--- config.mk ---
export PLATFORM = sky130hd
export DESIGN_NAME = decode_stage
export DESIGN_NICKNAME = d
export VERILOG_FILES = /design/src/rtl/decode_pkg.sv /design/src/rtl/decode_comb.sv /design/src/rtl/decode_stage.sv
export SDC_FILE = /design/constraint.sdc
export NUM_CORES = 1
export LEC_CHECK = 0
export ABC_AREA = 1
export CAP_MARGIN = 20
export CELL_PAD_IN_SITES_DETAIL_PLACEMENT = 0
export CELL_PAD_IN_SITES_GLOBAL_PLACEMENT = 1
export CORE_MARGIN = 4
export CORE_UTILIZATION = 23
export CTS_CLUSTER_DIAMETER = 120
export DETAILED_ROUTE_END_ITERATION = 10
export PLACE_DENSITY_LB_ADDON = 0.1
export SLEW_MARGIN = 20
export SYNTH_ARGS = -nofsm -noshare
export SYNTH_HDL_FRONTEND = slang
export SYNTH_SLANG_ARGS = --single-unit
--- constraint.sdc ---
create_clock -name clk_i -period 1.3 [get_ports clk_i]
set_input_delay 0.195 -clock clk_i [delete_from_list [all_inputs] [get_ports clk_i]]
set_output_delay 0.195 -clock clk_i [all_outputs]
set_load 0.005 [all_outputs]
--- src/rtl/decode_pkg.sv ---
// Shared RV32I decode constants: opcodes, funct fields and ALU function codes.
// Imported by the decode stage and by the downstream ALU.
package decode_pkg;

    localparam int XLEN   = 32;
    localparam int REG_AW = 5;

    localparam logic [6:0] OPC_OP     = 7'b0110011;
    localparam logic [6:0] OPC_OP_IMM = 7'b0010011;

    localparam logic [2:0] F3_ADD_SUB = 3'b000;
    localparam logic [2:0] F3_XOR     = 3'b100;
    localparam logic [2:0] F3_OR      = 3'b110;
    localparam logic [2:0] F3_AND     = 3'b111;

    localparam logic [6:0] F7_BASE = 7'b0000000;
    localparam logic [6:0] F7_SUB  = 7'b0100000;

    typedef enum logic [3:0] {
        ALU_ADD = 4'b0000,
        ALU_SUB = 4'b0001,
        ALU_AND = 4'b0010,
        ALU_XOR = 4'b0011,
        ALU_OR  = 4'b0100
    } alu_fun_e;

endpackage

--- src/rtl/decode_comb.sv ---
// Combinational RV32I decoder for the R-type and I-type arithmetic/logic subset.
// Unsupported encodings produce an all-zero entry with illegal_o set.
module decode_comb
    import decode_pkg::*;
#(
    parameter int XLEN   = decode_pkg::XLEN,
    parameter int REG_AW = decode_pkg::REG_AW
) (
    input  logic [XLEN-1:0]   instr_i,
    output logic              alu_sel_o,
    output logic [3:0]        alu_fun_o,
    output logic [XLEN-1:0]   imm_ext_o,
    output logic [REG_AW-1:0] rs1_addr_o,
    output logic [REG_AW-1:0] rs2_addr_o,
    output logic [REG_AW-1:0] rd_addr_o,
    output logic              reg_we_o,
    output logic              illegal_o
);

    logic [6:0] opcode;
    logic [2:0] funct3;
    logic [6:0] funct7;
    logic       legal;
    logic       is_imm;
    alu_fun_e   fun;

    assign opcode = instr_i[6:0];
    assign funct3 = instr_i[14:12];
    assign funct7 = instr_i[31:25];

    always_comb begin
        // NOTE: every output gets a default first so no path through the cases infers a latch.
        legal      = 1'b0;
        is_imm     = 1'b0;
        fun        = ALU_ADD;
        alu_sel_o  = 1'b0;
        alu_fun_o  = 4'b0000;
        imm_ext_o  = '0;
        rs1_addr_o = '0;
        rs2_addr_o = '0;
        rd_addr_o  = '0;
        reg_we_o   = 1'b0;

        case (opcode)
            OPC_OP: begin
                case (funct3)
                    F3_ADD_SUB: begin
                        legal = (funct7 == F7_BASE) || (funct7 == F7_SUB);
                        fun   = (funct7 == F7_SUB) ? ALU_SUB : ALU_ADD;
                    end
                    F3_AND: begin legal = (funct7 == F7_BASE); fun = ALU_AND; end
                    F3_XOR: begin legal = (funct7 == F7_BASE); fun = ALU_XOR; end
                    F3_OR:  begin legal = (funct7 == F7_BASE); fun = ALU_OR;  end
                    default: legal = 1'b0;
                endcase
            end
            OPC_OP_IMM: begin
                is_imm = 1'b1;
                case (funct3)
                    F3_ADD_SUB: begin legal = 1'b1; fun = ALU_ADD; end
                    F3_AND:     begin legal = 1'b1; fun = ALU_AND; end
                    F3_XOR:     begin legal = 1'b1; fun = ALU_XOR; end
                    F3_OR:      begin legal = 1'b1; fun = ALU_OR;  end
                    default:    legal = 1'b0;
                endcase
            end
            default: legal = 1'b0;
        endcase

        illegal_o = !legal;

        // Illegal entries keep the all-zero defaults so the ALU never sees stray fields.
        if (legal) begin
            alu_sel_o  = is_imm;
            alu_fun_o  = fun;
            rs1_addr_o = instr_i[15 +: REG_AW];
            rs2_addr_o = is_imm ? '0 : instr_i[20 +: REG_AW];
            rd_addr_o  = instr_i[7 +: REG_AW];
            imm_ext_o  = is_imm ? {{(XLEN-12){instr_i[31]}}, instr_i[31:20]} : '0;
            reg_we_o   = (instr_i[7 +: REG_AW] != '0);
        end
    end

endmodule

--- src/rtl/decode_stage.sv ---
// Registered decode stage with a one-entry valid/ready output register.
// Define DECODE_ILLEGAL_CNT_EN to add a saturating 16-bit illegal_cnt_o counter.
module decode_stage
    import decode_pkg::*;
#(
    parameter int XLEN   = decode_pkg::XLEN,
    parameter int REG_AW = decode_pkg::REG_AW
) (
    input  logic              clk_i,
    input  logic              rst_i,
    input  logic              flush_i,
    input  logic              instr_valid_i,
    input  logic [XLEN-1:0]   instr_i,
    output logic              instr_ready_o,
    output logic              dec_valid_o,
    input  logic              dec_ready_i,
    output logic              alu_sel_o,
    output logic [3:0]        alu_fun_o,
    output logic [XLEN-1:0]   imm_ext_o,
    output logic [REG_AW-1:0] rs1_addr_o,
    output logic [REG_AW-1:0] rs2_addr_o,
    output logic [REG_AW-1:0] rd_addr_o,
    output logic              reg_we_o,
    output logic              illegal_o
`ifdef DECODE_ILLEGAL_CNT_EN
    ,
    output logic [15:0]       illegal_cnt_o
`endif
);

    logic              c_alu_sel, c_reg_we, c_illegal;
    logic [3:0]        c_alu_fun;
    logic [XLEN-1:0]   c_imm_ext;
    logic [REG_AW-1:0] c_rs1, c_rs2, c_rd;

    decode_comb #(.XLEN(XLEN), .REG_AW(REG_AW)) u_decode_comb (
        .instr_i   (instr_i),
        .alu_sel_o (c_alu_sel),
        .alu_fun_o (c_alu_fun),
        .imm_ext_o (c_imm_ext),
        .rs1_addr_o(c_rs1),
        .rs2_addr_o(c_rs2),
        .rd_addr_o (c_rd),
        .reg_we_o  (c_reg_we),
        .illegal_o (c_illegal)
    );

    logic              valid_q,   valid_d;
    logic              alu_sel_q, alu_sel_d;
    logic [3:0]        alu_fun_q, alu_fun_d;
    logic [XLEN-1:0]   imm_ext_q, imm_ext_d;
    logic [REG_AW-1:0] rs1_q,     rs1_d;
    logic [REG_AW-1:0] rs2_q,     rs2_d;
    logic [REG_AW-1:0] rd_q,      rd_d;
    logic              reg_we_q,  reg_we_d;
    logic              illegal_q, illegal_d;
    logic              in_xfer;
    logic              out_xfer;

    assign instr_ready_o = !valid_q || dec_ready_i;
    assign in_xfer       = instr_valid_i && instr_ready_o;
    assign out_xfer      = valid_q && dec_ready_i;

    always_comb begin
        valid_d   = valid_q;
        alu_sel_d = alu_sel_q;
        alu_fun_d = alu_fun_q;
        imm_ext_d = imm_ext_q;
        rs1_d     = rs1_q;
        rs2_d     = rs2_q;
        rd_d      = rd_q;
        reg_we_d  = reg_we_q;
        illegal_d = illegal_q;

        // A flushed cycle still handshakes upstream, but the accepted word is discarded.
        if (flush_i) begin
            valid_d = 1'b0;
        end else if (in_xfer) begin
            valid_d   = 1'b1;
            alu_sel_d = c_alu_sel;
            alu_fun_d = c_alu_fun;
            imm_ext_d = c_imm_ext;
            rs1_d     = c_rs1;
            rs2_d     = c_rs2;
            rd_d      = c_rd;
            reg_we_d  = c_reg_we;
            illegal_d = c_illegal;
        end else if (out_xfer) begin
            valid_d = 1'b0;
        end
    end

    always_ff @(posedge clk_i) begin
        // NOTE: state registers use non-blocking assignment so every flop samples pre-edge values.
        if (rst_i) begin
            valid_q   <= 1'b0;
            alu_sel_q <= 1'b0;
            alu_fun_q <= 4'b0000;
            imm_ext_q <= '0;
            rs1_q     <= '0;
            rs2_q     <= '0;
            rd_q      <= '0;
            reg_we_q  <= 1'b0;
            illegal_q <= 1'b0;
        end else begin
            valid_q   <= valid_d;
            alu_sel_q <= alu_sel_d;
            alu_fun_q <= alu_fun_d;
            imm_ext_q <= imm_ext_d;
            rs1_q     <= rs1_d;
            rs2_q     <= rs2_d;
            rd_q      <= rd_d;
            reg_we_q  <= reg_we_d;
            illegal_q <= illegal_d;
        end
    end

    assign dec_valid_o = valid_q;
    assign alu_sel_o   = alu_sel_q;
    assign alu_fun_o   = alu_fun_q;
    assign imm_ext_o   = imm_ext_q;
    assign rs1_addr_o  = rs1_q;
    assign rs2_addr_o  = rs2_q;
    assign rd_addr_o   = rd_q;
    assign reg_we_o    = reg_we_q;
    assign illegal_o   = illegal_q;

`ifdef DECODE_ILLEGAL_CNT_EN
    logic [15:0] illegal_cnt_q, illegal_cnt_d;

    // Counts delivered illegal entries; flush does not clear it.
    always_comb begin
        illegal_cnt_d = illegal_cnt_q;
        if (out_xfer && illegal_q && (illegal_cnt_q != 16'hFFFF)) begin
            illegal_cnt_d = illegal_cnt_q + 16'd1;
        end
    end

    always_ff @(posedge clk_i) begin
        if (rst_i) begin
            illegal_cnt_q <= 16'd0;
        end else begin
            illegal_cnt_q <= illegal_cnt_d;
        end
    end

    assign illegal_cnt_o = illegal_cnt_q;
`endif

endmodule

# After elaboration in Yosys (flattened, before gate mapping)
# Cells that the tools add are included.
[word_totals]
reg_bits = 55
inputBits = 37
output_inout_bits = 56
word_cells = 49
[op_classes]
eq_ne = 6
muxes = 19
bitwise_logic = 1
n_reduce_logical = 14
[op_table]
columns = ["cell", "n"]
rows = [
  ["two-way mux 32 bit", 2],
  ["two-way mux 5 bit", 4],
  ["case mux 4 bit (4 select lines)", 1],
  ["== test 7 x 6 -> 1 bit, second input constant", 2],
  ["== test 3 bit, second input constant", 3],
  ["case mux 3 bit (3 select lines)", 1],
  ["case mux 4 bit (2 select lines)", 1],
  ["== test 7 x 5 -> 1 bit, second input constant", 1],
  ["logical NOT 7 bit", 1],
  ["two-way mux 1 bit", 7],
  ["nonzero test 5 bit", 1],
  ["two-way mux 4 bit", 1],
  ["case mux 1 bit (2 select lines)", 2],
  ["OR reduction 4 bit", 1],
  ["logical NOT 3 bit", 1],
  ["OR reduction 3 bit", 1],
  ["logical AND 1 bit", 2],
  ["logical NOT 1 bit", 2],
  ["logical OR 1 bit", 2],
  ["AND reduction 2 bit", 1],
  ["nonzero test 2 bit", 1],
  ["OR reduction 2 bit", 1],
  ["inverter 1 bit", 1],
]

# Depth between registers and ports, before layout
# Gate-level depths: netlist of run 1.
[depth]
depth_word = 5
ltp_mapped = 9
depth_no_buf = 8

# By module
# A second synthesis of run 1 with hierarchy kept.
[hier_totals]
cells_unflattened = 485
area_unflattened_um2 = 3140.5
[by_module_without_submodules]
columns = ["module", "instances", "cells_per_inst", "area_per_inst_um2", "seq_area_each_um2"]
rows = [
  ["decode_stage", 1, 359, 2426.1, 1101.1],
  ["decode_comb", 1, 126, 714.4, 0.0],
]

# Worst setup path before layout of run 1
# No wires, ideal clock.
[synth_timing]
path_type = "reg2reg"
startpoint = "register valid_q, in the netlist dec_valid_o"
endpoint = "register rs2_q[0], in the netlist rs2_addr_o[0]"
setup_ns = 0.070
arrival_time_ns = 1.197
t_required_ns = 1.230
slack_ns = 0.033
stages_incl_launch_ff = 9
n_path_buf = 1
period_less_slack_ns = 1.267
cell_sequence = "dfxtp_1 -> nand2_2 -> nand3b_2 -> inv_1 -> nand2_2 -> nor2_8 -> buf_12 -> nand2_2 -> a21oi_2"
[synth_between]
elab_chain_len = 4
[synth_lines]
columns = ["item", "line_no", "rtl"]
rows = [
  ["start, declared", "decode_stage.sv:48", "logic valid_q, valid_d;"],
  ["start signal, assigned", "decode_stage.sv:106", "valid_q <= valid_d;"],
  ["logical NOT 1 bit", "decode_stage.sv:60", "assign instr_ready_o = !valid_q || dec_ready_i;"],
  ["logical OR 1 bit", "decode_stage.sv:60", ""],
  ["named net instr_ready_o", "decode_stage.sv:14", "output logic instr_ready_o,"],
  ["logical AND 1 bit", "decode_stage.sv:61", "assign in_xfer = instr_valid_i && instr_ready_o;"],
  ["AND reduction 2 bit (no line)", "n/a", ""],
  ["end signal, assigned", "decode_stage.sv:111", "rs2_q <= rs2_d;"],
  ["end, declared", "decode_stage.sv:53", "logic [REG_AW-1:0] rs2_q, rs2_d;"],
]
# The timed path passes the listed nets, and every way through them passes these cells.
# A chain may end at the register's enable or synchronous reset.

# Worst setup path in the final report of run 1
[layout_timing]
startpoint = "register valid_q, in the netlist dec_valid_o"
endpoint = "output dec_valid_o"
[layout_lines]
columns = ["item", "line_no", "rtl"]
rows = [
  ["end, declared", "decode_stage.sv:15", "output logic dec_valid_o,"],
]
# No word-level cell between the ends.

==> results of run 1 <==
==> cell type report <==
type / instances / area (um2) / share of cell area [%]
timing repair buffer: 119 / 1130 / 38.9
tap: 96 / 120 / 4.15
sequential: 34 / 693 / 23.9
inverter: 14 / 55.1 / 1.90
clock buffer: 5 / 68.8 / 2.38
clock inverter: 3 / 40.0 / 1.38
multi-input combinational: 144 / 793 / 27.4
==> cells in the mapped netlist (all sizes together) <==
master	instances
a21oi	35
clkbuf	7
conb	1
nand3	15
o21ai	1
nor2	22
nand3b	1
nand4	1
nand2	65
nor3	3
inv	14
buf	24
dfxtp	34
==> final timing paths <==
path	from	end	slack (ns)	cells after the start
max reg2reg	dec_valid_o	rs1_addr_o[0]	0.09	8
min reg2reg	rs1_addr_o[4]	rs1_addr_o[4]	0.46	2
min	instr_i[26]	imm_ext_o[6]	0.23	3
max	dec_valid_o	dec_valid_o	0.09	2
==> stage by stage <==
stage / setup slack (ns) / hold slack (ns) / instances / utilization, %
finish: 0.0871 / 0.229 / 415 / 41.9
global route: -0.00433 / 0.231 / 415 / 41.9
floorplan: 0.0329 / 0.274 / 223 / -
CTS: 0.00440 / 0.331 / 411 / 40.8
detailed placement: -0.396 / 0.455 / 400 / 39.3
global placement: -0.392 / 0.452 / 400 / 39.3
==> cell families (layout without fill, tap and decap cells) <==
kind of cell,Yosys count,count (layout)
and+or+nand+nor,107,107
AOI/OAI and AO/OA,36,36
buffers and inverters,45,141
other,1,1
DFF,34,34
==> power breakdown <==
group          internal [mW]  switching [mW]
registers               1.04         0.00295
clock network          0.564           0.390
logic                  0.158           0.135
==> worst reg2reg max path, stage by stage (launching register included) <==
cell      delay, ns
dfxtp_4        0.35
nand2_4        0.07
nand3b_4       0.10
inv_4          0.08
nand2_4        0.06
nor2_8         0.16
buf_12         0.15
nand2_4        0.05
a21oi_2        0.12
==> state kept, by name, indices dropped and copies added, names as in the netlist <==
register	cells
imm_ext_o	12
rd_addr_o	5
rs1_addr_o	5
rs2_addr_o	5
alu_fun_o	3
alu_sel_o	1
dec_valid_o	1
illegal_o	1
reg_we_o	1
==> metal layers <==
| layer | up-vias | wire length [um] | part of all wire, % |
|---|---|---|---|
| met3 | 2 | 370 | 7.6 |
| met4 | 0 | 32 | 0.66 |
| met5 | - | 0 | 0 |
| li1 | 877 | - | - |
| met2 | 59 | 2230 | 46 |
| met1 | 756 | 2250 | 46 |
==> timing repair <==
item	4_1_cts	5_1_grt
endpoints found under the setup margin	73	31
endpoints found under the hold margin	0	0
resized for setup	90	14
pin swaps	13	4
buffers inserted	3	4
==> results summary, run 1 <==
The flow ran to the end, and the final reports show no timing, DRC or antenna violations. The H-tree was split into 2 levels. Clock latency on the worst-skew pair, taken at its later pin, is 0.28 ns.

Summing the areas of all fa, ha and maj instances in the mapped netlist gives 0% of the synthesized area. During I/O placement, the number of pins put on the boundary was 93. The cell with the biggest individual delay on the critical path is dfxtp_4. The cell area after synthesis is 1670 um2. The number of cell rows came out at 30.

The synthesized netlist contains 22 unique library cells. The effective utilization at floorplan is 24.2%. The number of nets in the final layout is 355. The chip width is 93.2 um. The synthesized netlist devotes 13.0% of its cell area to compound gates.

The overall die height came out at 93.2 um. Across every metal layer, demand over resource in global routing totals 11.2%. The power per standard cell area is 792 nW/um2.

The path category of the worst min-delay check is input port to flip-flop. The flip-flop and latch count after synthesis is 34. The endpoint required time on the critical path came out at 1.11 ns. The worst path arrival time is 1.02 ns.

Entering global routing, the biggest net connects 35 pins. The cell count after synthesis is 223. The most common cell after layout, fill and taps aside is dlygate4sd2_1.

After synthesis, the cell types taking the most area are dfxtp_1 41%, nand2_1 12%, buf_4 9.9%, a21oi_1 7.5%, a21oi_2 5.2%. The maximum count of clock buffers along a single path is 2. In this run the clock root is driven by a clkbuf_8. The filler cell count came out at 745. The Yosys step of the flow raised 0 warnings.

The number of buffers added by the clock tree synthesis step is 5. The post-route DRC violation count came out at 0. In this design, the largest share of critical-path delay is due to buffers and inverters. The timing-limited maximum frequency is 824 MHz. Hold repair after CTS inserted 0 buffers. The setup skew after layout came out at 0.00510 ns.

The net count after synthesis came out at 260. The category of the critical setup timing path is flip-flop to output pin. The core box area is 6910 um2.

The via count of the first global-routing pass came out at 1630. The final antenna diode count came out at 0. The number of antenna violations at the first check in global routing was 0. The area of all placed cells without fillers is 2900 um2. The DRC violation total after the first TritonRoute iteration came out at 72. The clock-pin slew of the registers on the worst-case setup and hold paths came out at 0.07 ns. The number of hold-slack violations in the final timing report is 0. After routing, the total negative slack on setup checks comes to 0 ns.

After synthesis, the largest family of logic cells by area is simple AND/OR/NAND/NOR gates. The minimum clock period is 1.21 ns. Compared with the post-synthesis result, the final layout area differs by 73.5%.

The first global-routing pass estimated 7720 um of wire. Detailed placement finished with a half-perimeter wire length of 3620 um. IR analysis of the VDD net gives a maximum drop of 0.454 mV. The portion of synthesized cell area occupied by the leading cell type is 40.8%. The met2 layer usage reported by global route is 17.6%. The number of buffers and inverters on the critical path is 2. The final estimated routing congestion in global placement is 0.710. In the final layout, the share of cells above drive strength 1 is 26.6%. The via-per-instance ratio is 4.08.

The average routed wire per standard cell came out at 11.8 um. The remaining number of nets flagged by the antenna check after routing came out at 0. TritonCTS built the clock tree. Detailed routing inserted a total of 1694 vias. The simple-gate area share of the yosys netlist is 29.8%.

The number of max-cap violations came out at 0. The die footprint came out at 8680 um2. The worst setup path is launched from a flip-flop. The completed layout was analyzed and its total power is 2.29 mW. The length of the first detailed-routing pass in iterations came out at 4. The portion of synthesized area spent on multiplexers is 0%.

The setup-violating endpoint count in the final report is 0. The peak per-stage delay on the critical path is 0.35 ns. In the layout the commonest cells are 67 x dlygate4sd2_1, 51 x nand2_1, 26 x dfxtp_1. The final critical-path share of the clock period is 93.3%.

The standard cell area after detailed placement is 2720 um2. The post-synthesis share of cell area spent on xor and xnor gates is 0%. The number of port buffers came out at 91. In the global route stage, met1 resource usage came out at 14.3%.

The remaining global-route overflow is 0. Walking the worst path, the cells encountered are buf_4 > dlygate4sd2_1. met2 is the most crowded layer. The sequential element share of the synthesized area came out at 40.8%. The post-synthesis average cell area is 7.48 um2. The number of pins exceeding their max-slew limit in the final report came out at 0. The clock sink count came out at 34. For this run, global-route usage on met3 was measured as 4.10%. STA classifies the critical path endpoint as an output pin. The cell accounting for the most synthesized area is dfxtp_1. The top fanout value on the critical path came out at 2. The post-detailed-routing wire length came out at 4880 um. The analysis attributes to cell leakage a power of 1.41 nW.
No activity file was read; power rests on OpenSTA's default activity.
==> run 2: changes to the inputs <==
--- a/config.mk
+++ b/config.mk
@@ -13,7 +13,7 @@
 export CORE_UTILIZATION = 23
 export CTS_CLUSTER_DIAMETER = 120
 export DETAILED_ROUTE_END_ITERATION = 10
-export PLACE_DENSITY_LB_ADDON = 0.1
+export PLACE_DENSITY_LB_ADDON = 0.3
 export SLEW_MARGIN = 20
 export SYNTH_ARGS = -nofsm -noshare
 export SYNTH_HDL_FRONTEND = slang
==> run 2 against run 1 <==
  * Register-to-register slack about the same
  * Sequential power about the same
  * Critical path depth rose by 5
  * Global-route usage rose by 0.59 points
  * Clock-buffer cell count grew 2
  * Critical endpoint is now alu_fun_o[1]
==> results summary, run 2 (synthesis results as in run 1) <==
The destination of the worst register-to-register timing path is alu_fun_o[1]. The clock sink count is 34. Summing over every cut layer, the via total after detailed routing is 1699. In this run the core area contains 30 standard-cell rows. The setup skew after layout came out at 0.00298 ns. The worst hold path was traced through 3 stages. Leaving out fill and tap cells, the most frequent cell in the layout is dlygate4sd2_1. The tool flagged a number of max-cap violations equal to 0. Derived from the worst setup path, the maximum achievable clock frequency is 808 MHz. The post-route DRC violation count is 0.

The global routing usage summed across all routing layers came out at 11.8%. The via-per-instance ratio came out at 4.05. The type of element capturing the critical path is a flip-flop. The cell that appears most often on the critical path is buf_4. Wires add up to 5100 um.

The length of the first detailed-routing pass in iterations is 4. The number of hold-repair buffers added at the cts stage is 0. The clock tree synthesis step divided the H-tree into 2 levels.

The critical path goes through clkdlybuf4s50_1 > nand3b_4 > buf_4 > buf_4 > a21oi_2 > nand3_1 > a21oi_1. From synthesis to final layout, the design area changed by 71.2%. Hold is met by 0.331 ns. The number of buffers added by the clock tree synthesis step is 5.

The total negative setup slack is 0 ns. Setup violations remaining at the end of the flow were counted as 0. The minimum clock period came out at 1.24 ns. In this run, the clock network consumes 37.3% of the power. The DRC violation total after the first TritonRoute iteration is 31. The filler cell count is 754. The clock passes through at most 2 buffers. The critical path starts at flush_i. The net switching share of the total power came out at 23.9%.

The standard cell area after detailed placement is 2690 um2. The die is 93.2 um wide. The core box area is 6910 um2. The remaining global-route overflow came out at 0.

The final critical-path share of the clock period came out at 95.2%. The later-pin clock latency in the skew report is 0.28 ns. The cell-internal power came out at 1.63 mW. The HPWL after detailed placement is 3550 um. The via count of the first global-routing pass came out at 1762.

The endpoint required time on the critical path is 1.52 ns. The area of all placed cells without fillers is 2860 um2. The tightest min-delay check is of the input port to flip-flop type. The number of pins exceeding their max-slew limit in the final report is 0.

For this design the total switching power over the nets is 513 uW. The worst register-to-register path begins at dec_valid_o. The largest individual stage delay along the critical path comes from the cell clkdlybuf4s50_1.

Leaving out fill and tap cells, the most frequent cells in the layout are 70 x dlygate4sd2_1, 51 x nand2_1, 29 x dfxtp_1. During placement, the flow inserted port buffers numbering 91. Entering global routing, the biggest net connects 35 pins. TritonCTS built the clock tree. The beginning of the worst hold path is instr_valid_i. In this run the static leakage power is 1.38 nW. The flip-flop count of the largest register after layout came out at 12.

The number of antenna violations at the first check in global routing is 0. The boundary pin count is 93. Setup slack on the worst reg-to-reg path comes out at 0.09 ns. In this run the power density over the cells is 751 nW/um2. The worst supply voltage drop on vdd is 0.404 mV. In this run the worst path has a maximum fanout of 8.

The peak per-stage delay on the critical path came out at 0.42 ns. The number of hold-slack violations in the final timing report is 0. The proportion of layout cells with a drive suffix above 1 came out at 26.6%.

The final layout contains 359 nets. The wire length of the first global-routing pass is 8220 um. At the end of routability-driven placement, the weighted congestion stood at 0.759. The worst setup path is launched from an input port. The average routed wire per standard cell is 12.2 um.

The overall die height came out at 93.2 um. The kind of cell adding the most delay to the critical path is buffers and inverters. The effective utilization at floorplan is 24.2%. The cell sitting at the root of the clock tree is a clkbuf_8. The worst-case hold path end point is dec_valid_o.

0 antenna diodes ended up in the layout. The worst path arrival time is 1.45 ns. The floorplan step defined a die boundary enclosing 8680 um2. The buffering stage count on the worst path with inverters included is 3. The flow ran to the end, and the final reports show no timing, DRC or antenna violations.

The count of nets left with antenna violations once routing finished came out at 0. The clock-pin slew of the registers on the worst-case setup and hold paths is 0.07 ns. The sequential cell fraction of total power came out at 48.8%. The proportion of power drawn by combinational gates came out at 13.9%. The setup path with the least slack is of type input port to flip-flop. Counting cells, the worst reg-to-reg path comes to 7.

Setup repair after global routing could not meet its margin everywhere.
==> run 2: cell types whose count changed in the layout (fill, tap and decap cells not counted), moves of 2 or more <==
cell,change
a21oi_2,+2
buf_12,-3
dfxtp_2,-2
dlymetal6s2s_1,-3
a21oi_1,-2
dlygate4sd2_1,+3
buf_4,+6
dfxtp_1,+3
==> run 2: worst max path at each step <==
stage               endpoint  slack [ns]  cells after the start
2_1_floorplan  rs2_addr_o[0]        0.03                      8
3_3_place_gp   rs1_addr_o[4]       -0.42                      9
3_5_place_dp    rd_addr_o[2]       -0.43                      9
4_1_cts         rd_addr_o[1]       0.008                      9
5_1_grt         alu_fun_o[0]       -0.02                     12
6_report        alu_fun_o[1]        0.06                      7
==> run 2: per-layer routing <==
layer  vias up  track usage [%]  part of all wire (%)
met5         -                0                     0
met2        68             18.4                    43
met1       742             14.9                    46
li1        882                -                     -
met4         0             4.03                   1.4
met3         7             4.51                   9.4
==> run 2: power groups by stage <==
stage	clock (mW)	sequential (mW)	combinational, mW
2_1_floorplan	0	1.07	0.0884
3_3_place_gp	0	1.07	0.279
3_5_place_dp	0	1.07	0.276
4_1_cts	0.841	1.05	0.293
5_1_grt	0.875	1.05	0.322
6_report	0.800	1.05	0.298
==> run 2: per-stage QoR <==
step / std cells / power [mW] / utilization (%) / setup WS (ns)
5_1_grt: 419 / 2.24 / 41.4 / -0.0197
4_1_cts: 420 / 2.18 / 41.4 / 0.00845
3_5_place_dp: 401 / 1.35 / 38.9 / -0.427
6_report: 419 / 2.15 / 41.4 / 0.0629
3_3_place_gp: 401 / 1.35 / 38.9 / -0.421
2_1_floorplan: 223 / 1.16 / - / 0.0329
==> run 2: area by class of cell <==
| type | instances | area, um2 | share of cell area (%) |
|---|---|---|---|
| clock inverter | 1 | 5.00 | 0.175 |
| sequential | 34 | 687 | 24.0 |
| tap | 96 | 120 | 4.20 |
| timing repair buffer | 123 | 1110 | 38.9 |
| inverter | 14 | 55.1 | 1.93 |
| clock buffer | 7 | 86.3 | 3.02 |
| multi-input combinational | 144 | 793 | 27.8 |
==> run 2: repair_timing <==
| item | CTS | global route |
|---|---|---|
| resized for setup | 94 | 8 |
| setup buffers | 10 | 1 |
| setup endpoints to repair | 80 | 24 |
| gates cloned | 1 | 0 |
| pin swaps | 14 | 5 |
==> run 2: worst min-delay path, delay by kind of cell <==
family | cells | cell delay [ns]
buffers and inverters | 1 | 0.17
AOI/OAI and AO/OA | 1 | 0.07
and+or+nand+nor | 1 | 0.12
==> run 3: changes to the inputs <==
--- a/config.mk
+++ b/config.mk
@@ -11,7 +11,6 @@
 export CELL_PAD_IN_SITES_GLOBAL_PLACEMENT = 1
 export CORE_MARGIN = 4
 export CORE_UTILIZATION = 23
-export CTS_CLUSTER_DIAMETER = 120
 export DETAILED_ROUTE_END_ITERATION = 10
 export PLACE_DENSITY_LB_ADDON = 0.3
 export SLEW_MARGIN = 20
==> results of run 3 <==
Same layout as run 2: the final DEF is identical, and so are final timing and power.
